===== src/rtl/rd_tag_manager.sv =====
// Read-request tag allocator: hands out mdata tags, remembers the requesting AFU per tag,
// routes read responses back by tag and supports draining. Optional counters: RD_TAG_STATS_EN.
module rd_tag_manager #(
    parameter int TAG_BITS    = 6,
    parameter int ADDR_WIDTH  = 48,
    parameter int AFU_ID_BITS = 4,
    parameter int DATA_WIDTH  = 512,
    parameter int MDATA_WIDTH = 16
) (
    input  logic                   clk,
    input  logic                   reset,
    input  logic                   in_req_valid,
    output logic                   in_req_ready,
    input  logic [ADDR_WIDTH-1:0]  in_req_addr,
    input  logic [AFU_ID_BITS-1:0] in_req_afu_id,
    input  logic                   tx_alm_full,
    output logic                   out_req_en,
    output logic [ADDR_WIDTH-1:0]  out_req_addr,
    output logic [MDATA_WIDTH-1:0] out_req_mdata,
    input  logic                   rsp_valid,
    input  logic [MDATA_WIDTH-1:0] rsp_mdata,
    input  logic [DATA_WIDTH-1:0]  rsp_data,
    output logic                   out_rsp_valid,
    output logic [AFU_ID_BITS-1:0] out_rsp_afu_id,
    output logic [DATA_WIDTH-1:0]  out_rsp_data,
    input  logic                   drain_req,
    output logic                   drained,
    output logic [TAG_BITS:0]      outstanding,
    output logic                   err_bad_tag,
    output logic [63:0]            stat_req_cnt,
    output logic [63:0]            stat_stall_cnt
);

    localparam int NUM_TAGS = 2 ** TAG_BITS;

    typedef enum logic {
        ST_ACTIVE,
        ST_DRAINING
    } state_t;

    state_t                 state_q, state_d;
    logic [NUM_TAGS-1:0]    free_q, free_d;
    logic [TAG_BITS:0]      outstanding_q, outstanding_d;
    logic                   err_q, err_d;
    logic                   req_en_q, req_en_d;
    logic [ADDR_WIDTH-1:0]  req_addr_q, req_addr_d;
    logic [MDATA_WIDTH-1:0] req_mdata_q, req_mdata_d;
    logic                   rsp_valid_q, rsp_valid_d;
    logic [DATA_WIDTH-1:0]  rsp_data_q, rsp_data_d;
    logic [AFU_ID_BITS-1:0] rsp_afu_q;

    logic [AFU_ID_BITS-1:0] tag_table [NUM_TAGS];

    logic [TAG_BITS-1:0]    alloc_tag;
    logic [TAG_BITS-1:0]    rsp_tag;
    logic                   accept;
    logic                   rsp_hit;
    logic                   unused_ok;

    // Upper mdata bits are ignored by design.
    assign unused_ok = &{1'b0, rsp_mdata};

    // Lowest-index free tag wins; encoder sees the pre-edge bitmap only.
    always_comb begin
        alloc_tag = '0;
        for (int i = NUM_TAGS - 1; i >= 0; i--) begin
            if (free_q[i]) begin
                alloc_tag = TAG_BITS'(i);
            end
        end
    end

    assign in_req_ready = (state_q == ST_ACTIVE) && !tx_alm_full && (|free_q) && !reset;
    assign accept       = in_req_valid && in_req_ready;
    assign rsp_tag      = rsp_mdata[TAG_BITS-1:0];
    assign rsp_hit      = rsp_valid && !free_q[rsp_tag];

    always_comb begin
        free_d        = free_q;
        outstanding_d = outstanding_q + {{TAG_BITS{1'b0}}, accept} - {{TAG_BITS{1'b0}}, rsp_hit};
        err_d         = err_q || (rsp_valid && !rsp_hit);
        req_en_d      = accept;
        req_addr_d    = req_addr_q;
        req_mdata_d   = req_mdata_q;
        rsp_valid_d   = rsp_hit;
        rsp_data_d    = rsp_data_q;
        if (accept) begin
            free_d[alloc_tag] = 1'b0;
            req_addr_d        = in_req_addr;
            req_mdata_d       = MDATA_WIDTH'(alloc_tag);
        end
        if (rsp_hit) begin
            free_d[rsp_tag] = 1'b1;
            rsp_data_d      = rsp_data;
        end
    end

    always_comb begin
        state_d = state_q;
        drained = 1'b0;
        case (state_q)
            ST_ACTIVE: begin
                if (drain_req) begin
                    state_d = ST_DRAINING;
                end
            end
            ST_DRAINING: begin
                if (outstanding_q == '0) begin
                    drained = 1'b1;
                    state_d = ST_ACTIVE;
                end
            end
            default: state_d = ST_ACTIVE;
        endcase
    end

    always_ff @(posedge clk) begin
        if (reset) begin
            state_q       <= ST_ACTIVE;
            free_q        <= '1;
            outstanding_q <= '0;
            err_q         <= 1'b0;
            req_en_q      <= 1'b0;
            req_addr_q    <= '0;
            req_mdata_q   <= '0;
            rsp_valid_q   <= 1'b0;
            rsp_data_q    <= '0;
        end else begin
            state_q       <= state_d;
            free_q        <= free_d;
            outstanding_q <= outstanding_d;
            err_q         <= err_d;
            req_en_q      <= req_en_d;
            req_addr_q    <= req_addr_d;
            req_mdata_q   <= req_mdata_d;
            rsp_valid_q   <= rsp_valid_d;
            rsp_data_q    <= rsp_data_d;
        end
    end

    // Tag table as block RAM: write on allocate, registered read on response.
    // Read and write tags never collide (one is free, the other in use).
    always_ff @(posedge clk) begin
        if (accept) begin
            tag_table[alloc_tag] <= in_req_afu_id;
        end
        if (reset) begin
            rsp_afu_q <= '0;
        end else if (rsp_hit) begin
            rsp_afu_q <= tag_table[rsp_tag];
        end
    end

    assign out_req_en     = req_en_q;
    assign out_req_addr   = req_addr_q;
    assign out_req_mdata  = req_mdata_q;
    assign out_rsp_valid  = rsp_valid_q;
    assign out_rsp_afu_id = rsp_afu_q;
    assign out_rsp_data   = rsp_data_q;
    assign outstanding    = outstanding_q;
    assign err_bad_tag    = err_q;

`ifdef RD_TAG_STATS_EN
    logic [63:0] stat_req_q, stat_req_d;
    logic [63:0] stat_stall_q, stat_stall_d;

    always_comb begin
        stat_req_d   = stat_req_q + {63'd0, accept};
        stat_stall_d = stat_stall_q + {63'd0, (in_req_valid && !in_req_ready)};
    end

    always_ff @(posedge clk) begin
        if (reset) begin
            stat_req_q   <= '0;
            stat_stall_q <= '0;
        end else begin
            stat_req_q   <= stat_req_d;
            stat_stall_q <= stat_stall_d;
        end
    end

    assign stat_req_cnt   = stat_req_q;
    assign stat_stall_cnt = stat_stall_q;
`else
    assign stat_req_cnt   = 64'd0;
    assign stat_stall_cnt = 64'd0;
`endif

endmodule

===== config.mk =====
export PLATFORM = sky130hd
export DESIGN_NAME = rd_tag_manager
export DESIGN_NICKNAME = d
export VERILOG_FILES = /design/src/rtl/rd_tag_manager.sv
export SDC_FILE = /design/constraint.sdc
export NUM_CORES = 2
export LEC_CHECK = 0
export BUFFER_PORTS_ARGS = -buffer_cell sky130_fd_sc_hd__clkbuf_2
export CORE_AREA = 2 2 511 513
export CTS_CLUSTER_DIAMETER = 120
export DETAILED_ROUTE_END_ITERATION = 6
export DIE_AREA = 0 0 513 515
export PLACE_DENSITY = 0.41
export SYNTH_ARGS = -nofsm -noshare
export SYNTH_HDL_FRONTEND = slang
export SYNTH_SLANG_ARGS = --single-unit

===== constraint.sdc =====
create_clock -name clk -period 6.7 [get_ports clk]
set_input_delay 0.67 -clock clk [delete_from_list [all_inputs] [get_ports clk]]
set_output_delay 0.67 -clock clk [all_outputs]
set_load 0.01 [all_outputs]

Word level (Yosys, flattened, before mapping) --
Memories as Yosys holds them, arrays and structs flattened. A register that Yosys moved wholly into a read port is not among the register bits. Cells that the tools add are included.
Word-level totals: memories 1, bits in registers 641, input port bits 586, output and inout bits 720, logic and storage cells 114, RAM bits 256
Memory list:
- tag_table | depth 64, bits a word 4, rd ports 1, clocked after Yosys merged registers in 1, write ports 1, RTL line 52 | logic [AFU_ID_BITS-1:0] tag_table [NUM_TAGS];
Operators by class: add/subtract/negate cells 2, bitwise logic cells 4, reduce and logical (&&, ||, !) cells 15, muxes and demuxes 79, order comparisons 4
Operators by type and width (count):
- $mux W6 | 64
- $mux W64 | 2
- $and A64 B64 Y64 | 1
- $not A64 Y64 | 1
- $or A64 B64 Y64 | 1
- $reduce_or A64 Y1 | 1
- $lt A6 B7 Y1 const B | 2
- $demux W1 S6 | 2
- $ge A6 B1 Y1 const B | 2
- $mux W1 | 9
- $logic_and A1 B1 Y1 | 8
- $add A7 B1 Y7 | 1
- $logic_not A7 Y1 | 1
- $sub A7 B1 Y7 | 1
- $bmux W1 S6 | 1
- $logic_not A1 Y1 | 4
- $pmux W1 S2 | 1
- $logic_or A1 B1 Y1 | 1
- $not A1 Y1 | 1

Longest topological paths before layout --
depth in word-level cells 73, depth in mapped cells 23, mapped depth without buffers 18

Worst setup path before layout --
OpenSTA, ideal clock, no wires.
path type input port to flip-flop, start in rsp_mdata[1], end reg outstanding_q[6] (netlist: outstanding[6]), slack 2.564 ns, library setup time 0.132 ns, required time 6.568 ns, arrival time 4.004 ns, buffers on the path 3, cell stages on the path 21, cell sequence buf_6 mux2_1 a221o_1 a22o_1 a221oi_2 nand3_2 inv_2 buf_4 buf_2 ha_1 inv_1 ha_1 inv_1 fa_1 inv_1 a21oi_1 nor2_1 o21ai_0 a21oi_1 or3_1 a21oi_1
On the way: word-level cells in the longest chain between the ends 5
RTL lines:
- from (decl) | RTL line 21 | input logic [MDATA_WIDTH-1:0] rsp_mdata,
- $bmux W1 S6 | RTL line 76 | assign rsp_hit = rsp_valid && !free_q[rsp_tag];
- $mux W1 (not written as such) | RTL line 76
- $logic_not A1 Y1 | RTL line 76
- $logic_and A1 B1 Y1 | RTL line 76
- via rsp_hit | RTL line 57 | logic rsp_hit;
- $sub A7 B1 Y7 | RTL line 80 | outstanding_d = outstanding_q + {{TAG_BITS{1'b0}}, accept} - {{TAG_BITS{1'b0}}, rsp_hit};
- to (signal assigned) | RTL line 131 | outstanding_q <= outstanding_d;
- to (decl) | RTL line 43 | logic [TAG_BITS:0] outstanding_q, outstanding_d;
The timed path passes the listed nets, and every way through them passes these cells. The select of a mux whose other input is x is not followed. A chain may end at the register's enable or synchronous reset.

Worst setup path after layout --
start in rsp_mdata[5], end reg rsp_data_q[404] (netlist: out_rsp_data[404])
On the way: word-level cells in the longest chain between the ends 4
RTL lines:
- $bmux W1 S6 | RTL line 76
- $mux W1 (not written as such) | RTL line 76
- $logic_not A1 Y1 | RTL line 76
- $logic_and A1 B1 Y1 | RTL line 76
- to (signal assigned) | RTL line 137 | rsp_data_q <= rsp_data_d;
- to (decl) | RTL line 49 | logic [DATA_WIDTH-1:0] rsp_data_q, rsp_data_d;
Every way passes these cells. The select of a mux whose other input is x is not followed.

==> impl_results.md <==
* WL final at 215 mm
* CP Data Arrival Time at 5.09 ns
* CP top delay family: buffers and inverters
* Final Hold Viols at 0
* Core box area at 259000 um^2
* R2R Setup Slk at 2.29 ns
* Root buf cell: clkbuf_16
* Area contributors post-synth: dfxtp_1, edfxtp_1, nand2_1
* CTS sink cnt at 901
* Remaining Overflow, GRT at 0
* Sequential element share of the synthesized area at 58.9%
* Worst Path Required at 7.37 ns
* Die width at 513 um
* CTS Buf Count at 114
* Final Critical Period at 4.42 ns
* Number of synthesized flops with an enable pin at 256
* I/O pins at 1306
* CTS tree: yes
* Grt met1 use at 16.8%
* Met2 usage at 25.7%
* CP max stage delay at 0.86 ns
* GRT busiest layer: met2
* Clock tree buffer depth at 3
* Vias/cell at 3.88
* YS warnings at 0
* Dominant cell type by area after synthesis: dfxtp_1
* H-tree lvl count at 3
* RePlAce Congestion at 0.931
* Leakage at 0.0188 uW
* Pre-antenna DRT Iters at 5
* Max FO, Critical Path at 80
* Layout cells sized above 1 at 29.3%
* Crit-path slowest cell: nor3b_2
* Top-area cell type share of the netlist area at 36.9%
* Synthesized area at 35000 um^2
* Status: completed
* Largest net degree at the start of global routing at 180
* Syn Inst Count at 3712
* Iteration-0 DRC count of the detailed router at 2137
* Async set-reset flop share out of synthesis at 0%
* WHS Path Cells at 3
* Worst path bufs/invs at 4
* Overall power at 14100 uW
* Starting density of the core at 13.5%
* Hold endpoint: out_rsp_data[413]
* Reg2reg end: tag_table[17][0]
* Setup crit end kind: register
* Post-synthesis average cell area at 9.42 um^2
* Worst setup SP type: input port
* Antenna violations before repair at 106
* Main flop type after synthesis: dfxtp_1
* Drt drc at 0
* Final ANT Viol Nets at 0
* Post-CTS sizing at 0
* Number of library cell types mapped by synthesis at 76
* Worst r2r src: free_q[45]
* Fmax at 0.226 GHz
* Clock-pin slew on the worst setup and hold paths at 0.06 ns
* Max-slew violation count at 0
* Nets at 5381
* Vias at 32400
* Part of the cycle the worst path needs at 66.0%
* Post-synthesis register bit count at 901
* Worst Clk Skew at 0.0546 ns
* Vias in the first global route at 31700
* Total Neg Setup Slack at 0 ns
* All-Layer GR Usage at 15.5%
* Highest-count cells in the layout ignoring fill and taps: clkbuf_2, nand2_1, dfxtp_1
* Max Cap Viol at 0
* Final HPWL DP at 170 mm
* Row cnt at 187
* Crit path top cell by count: buf_4
* Worst Reg-to-Reg Cells at 6
* Area growth syn-to-layout at 36.5%
* First-pass GRT wire length at 281 mm
* Die area at 264000 um^2
* IO buf count at 1157
* Slew headroom at 12.5%
* Crit path kind: input port to register
* Avg WL per Cell at 25.7 um
* Final setup vio count at 0
* Hold WC Path Type: input port to register
* Worst IR drop on VDD at 0.213 mV
* Worst Hold Launch: rsp_data[413]
* Die height at 515 um
* PD cells at 294 nW/um^2
* Most common cell after layout, fill and taps aside: clkbuf_2
* Later-pin clock latency in the skew report at 0.78 ns
* Crit-path cells: clkbuf_2 -> nor3b_2 -> nand3_1 -> nand4_1 -> a21oi_1 -> nand3_4 -> buf_4 -> buf_4 -> buf_4 -> nand2_1 -> a21oi_1
* RSZ-0062 raised after global routing: false
* Met3 global-route usage at 5.85%
* Worst-margin pin slew at 1.30 ns
-- stage by stage --
| stage | utilization, % | cell area [um^2] | instances | setup WS [ns] | hold slack (ns) |
|---|---|---|---|---|---|
| 6_report | 18.5 | 47800 | 8340 | 2.28 | 0.0917 |
| 2_1_floorplan | - | 35500 | 3849 | 2.56 | 0.476 |
| 3_3_place_gp | 16.9 | 43600 | 8055 | 1.48 | 0.442 |
| 4_1_cts | 18.4 | 47600 | 8282 | 2.29 | 0.0000582 |
| 5_1_grt | 18.5 | 47700 | 8328 | 2.00 | 0.0343 |
| 3_5_place_dp | 16.9 | 43600 | 8055 | 1.52 | 0.446 |
-- routing by layer --
metal,routed length [um],vias up
met4,12800,44
met2,102000,1475
met1,79200,15800
li1,-,14700
met3,19900,361
met5,260,-
-- how the worst max path moves through the flow --
| stage | startpoint | endpoint | slack, ns | cells past startpoint |
|---|---|---|---|---|
| after floorplan | rsp_mdata[1] | outstanding[6] | 2.56 | 21 |
| after global placement | rsp_mdata[5] | out_rsp_data[272] | 1.48 | 11 |
| after detailed placement | rsp_mdata[5] | out_rsp_data[286] | 1.52 | 11 |
| after CTS | free_q[46] | tag_table[17][0] | 2.29 | 6 |
| after global routing | rsp_mdata[5] | out_rsp_data[132] | 2.00 | 11 |
| final | rsp_mdata[5] | out_rsp_data[404] | 2.28 | 11 |
-- cells in the mapped netlist, types with 9 or more instances --
library cell,instances
a21oi_1,589
a221o_1,61
a221oi_1,11
a22o_1,11
a22oi_1,110
and2_1,12
buf_2,70
buf_4,174
buf_6,25
clkbuf_1,130
dfxtp_1,645
edfxtp_1,256
ha_1,9
inv_1,80
mux4_2,13
nand2_1,1154
nand3_1,51
nand4_1,40
nor2_1,65
nor3_1,19
nor4_1,14
o21ai_0,14
or4_1,15
-- worst min-delay path, cell delays in order --
cell and delay, ns:
clkbuf_2 0.08, nand2_1 0.04, a21oi_1 0.05
-- flip-flops by register name, summed over array words and instances, names as in the netlist --
| signal | count |
|---|---|
| err_bad_tag | 1 |
| outstanding | 7 |
| state_q | 1 |
| out_req_mdata | 6 |
| free_q | 64 |
| tag_table | 256 |
| out_rsp_afu_id | 4 |
| out_rsp_valid | 1 |
| out_rsp_data | 512 |
| out_req_en | 1 |
| out_req_addr | 48 |
-- power breakdown --
part           switching, uW  internal (uW)  leakage [uW]
Clock                   2700           3640       0.00184
Combinational           1210            539       0.00942
Sequential               137           5830       0.00756
Total                   4040          10000        0.0188
-- repair_timing --
action                    in CTS  in global routing
hold endpoints to repair      16                  0
hold buffers                  16                  0
setup buffers                  0                  0
-- cells by family after synthesis --
| kind of cell | share of synthesized area [%] |
|---|---|
| AOI/OAI and AO/OA | 14.9 |
| xor gates and xnor gates | 0.100 |
| adders and majority gates | 0.379 |
| buffers and inverters | 7.86 |
| DFF | 58.9 |
| muxes | 1.13 |
| other | 0.0107 |
| and+or+nand+nor | 16.7 |
-- final cells by class --
| cell class | count | area (um^2) |
|---|---|---|
| Sequential cell | 901 | 20600 |
| Clock inverter | 51 | 629 |
| Inverter | 81 | 312 |
| Tap cell | 3402 | 4260 |
| Multi-Input combinational cell | 2463 | 12200 |
| Clock buffer | 160 | 3190 |
| Antenna cell | 58 | 145 |
| Fill cell | 29200 | 211000 |
| Timing Repair Buffer | 1224 | 6390 |
No activity file was read; power rests on OpenSTA's default activity.
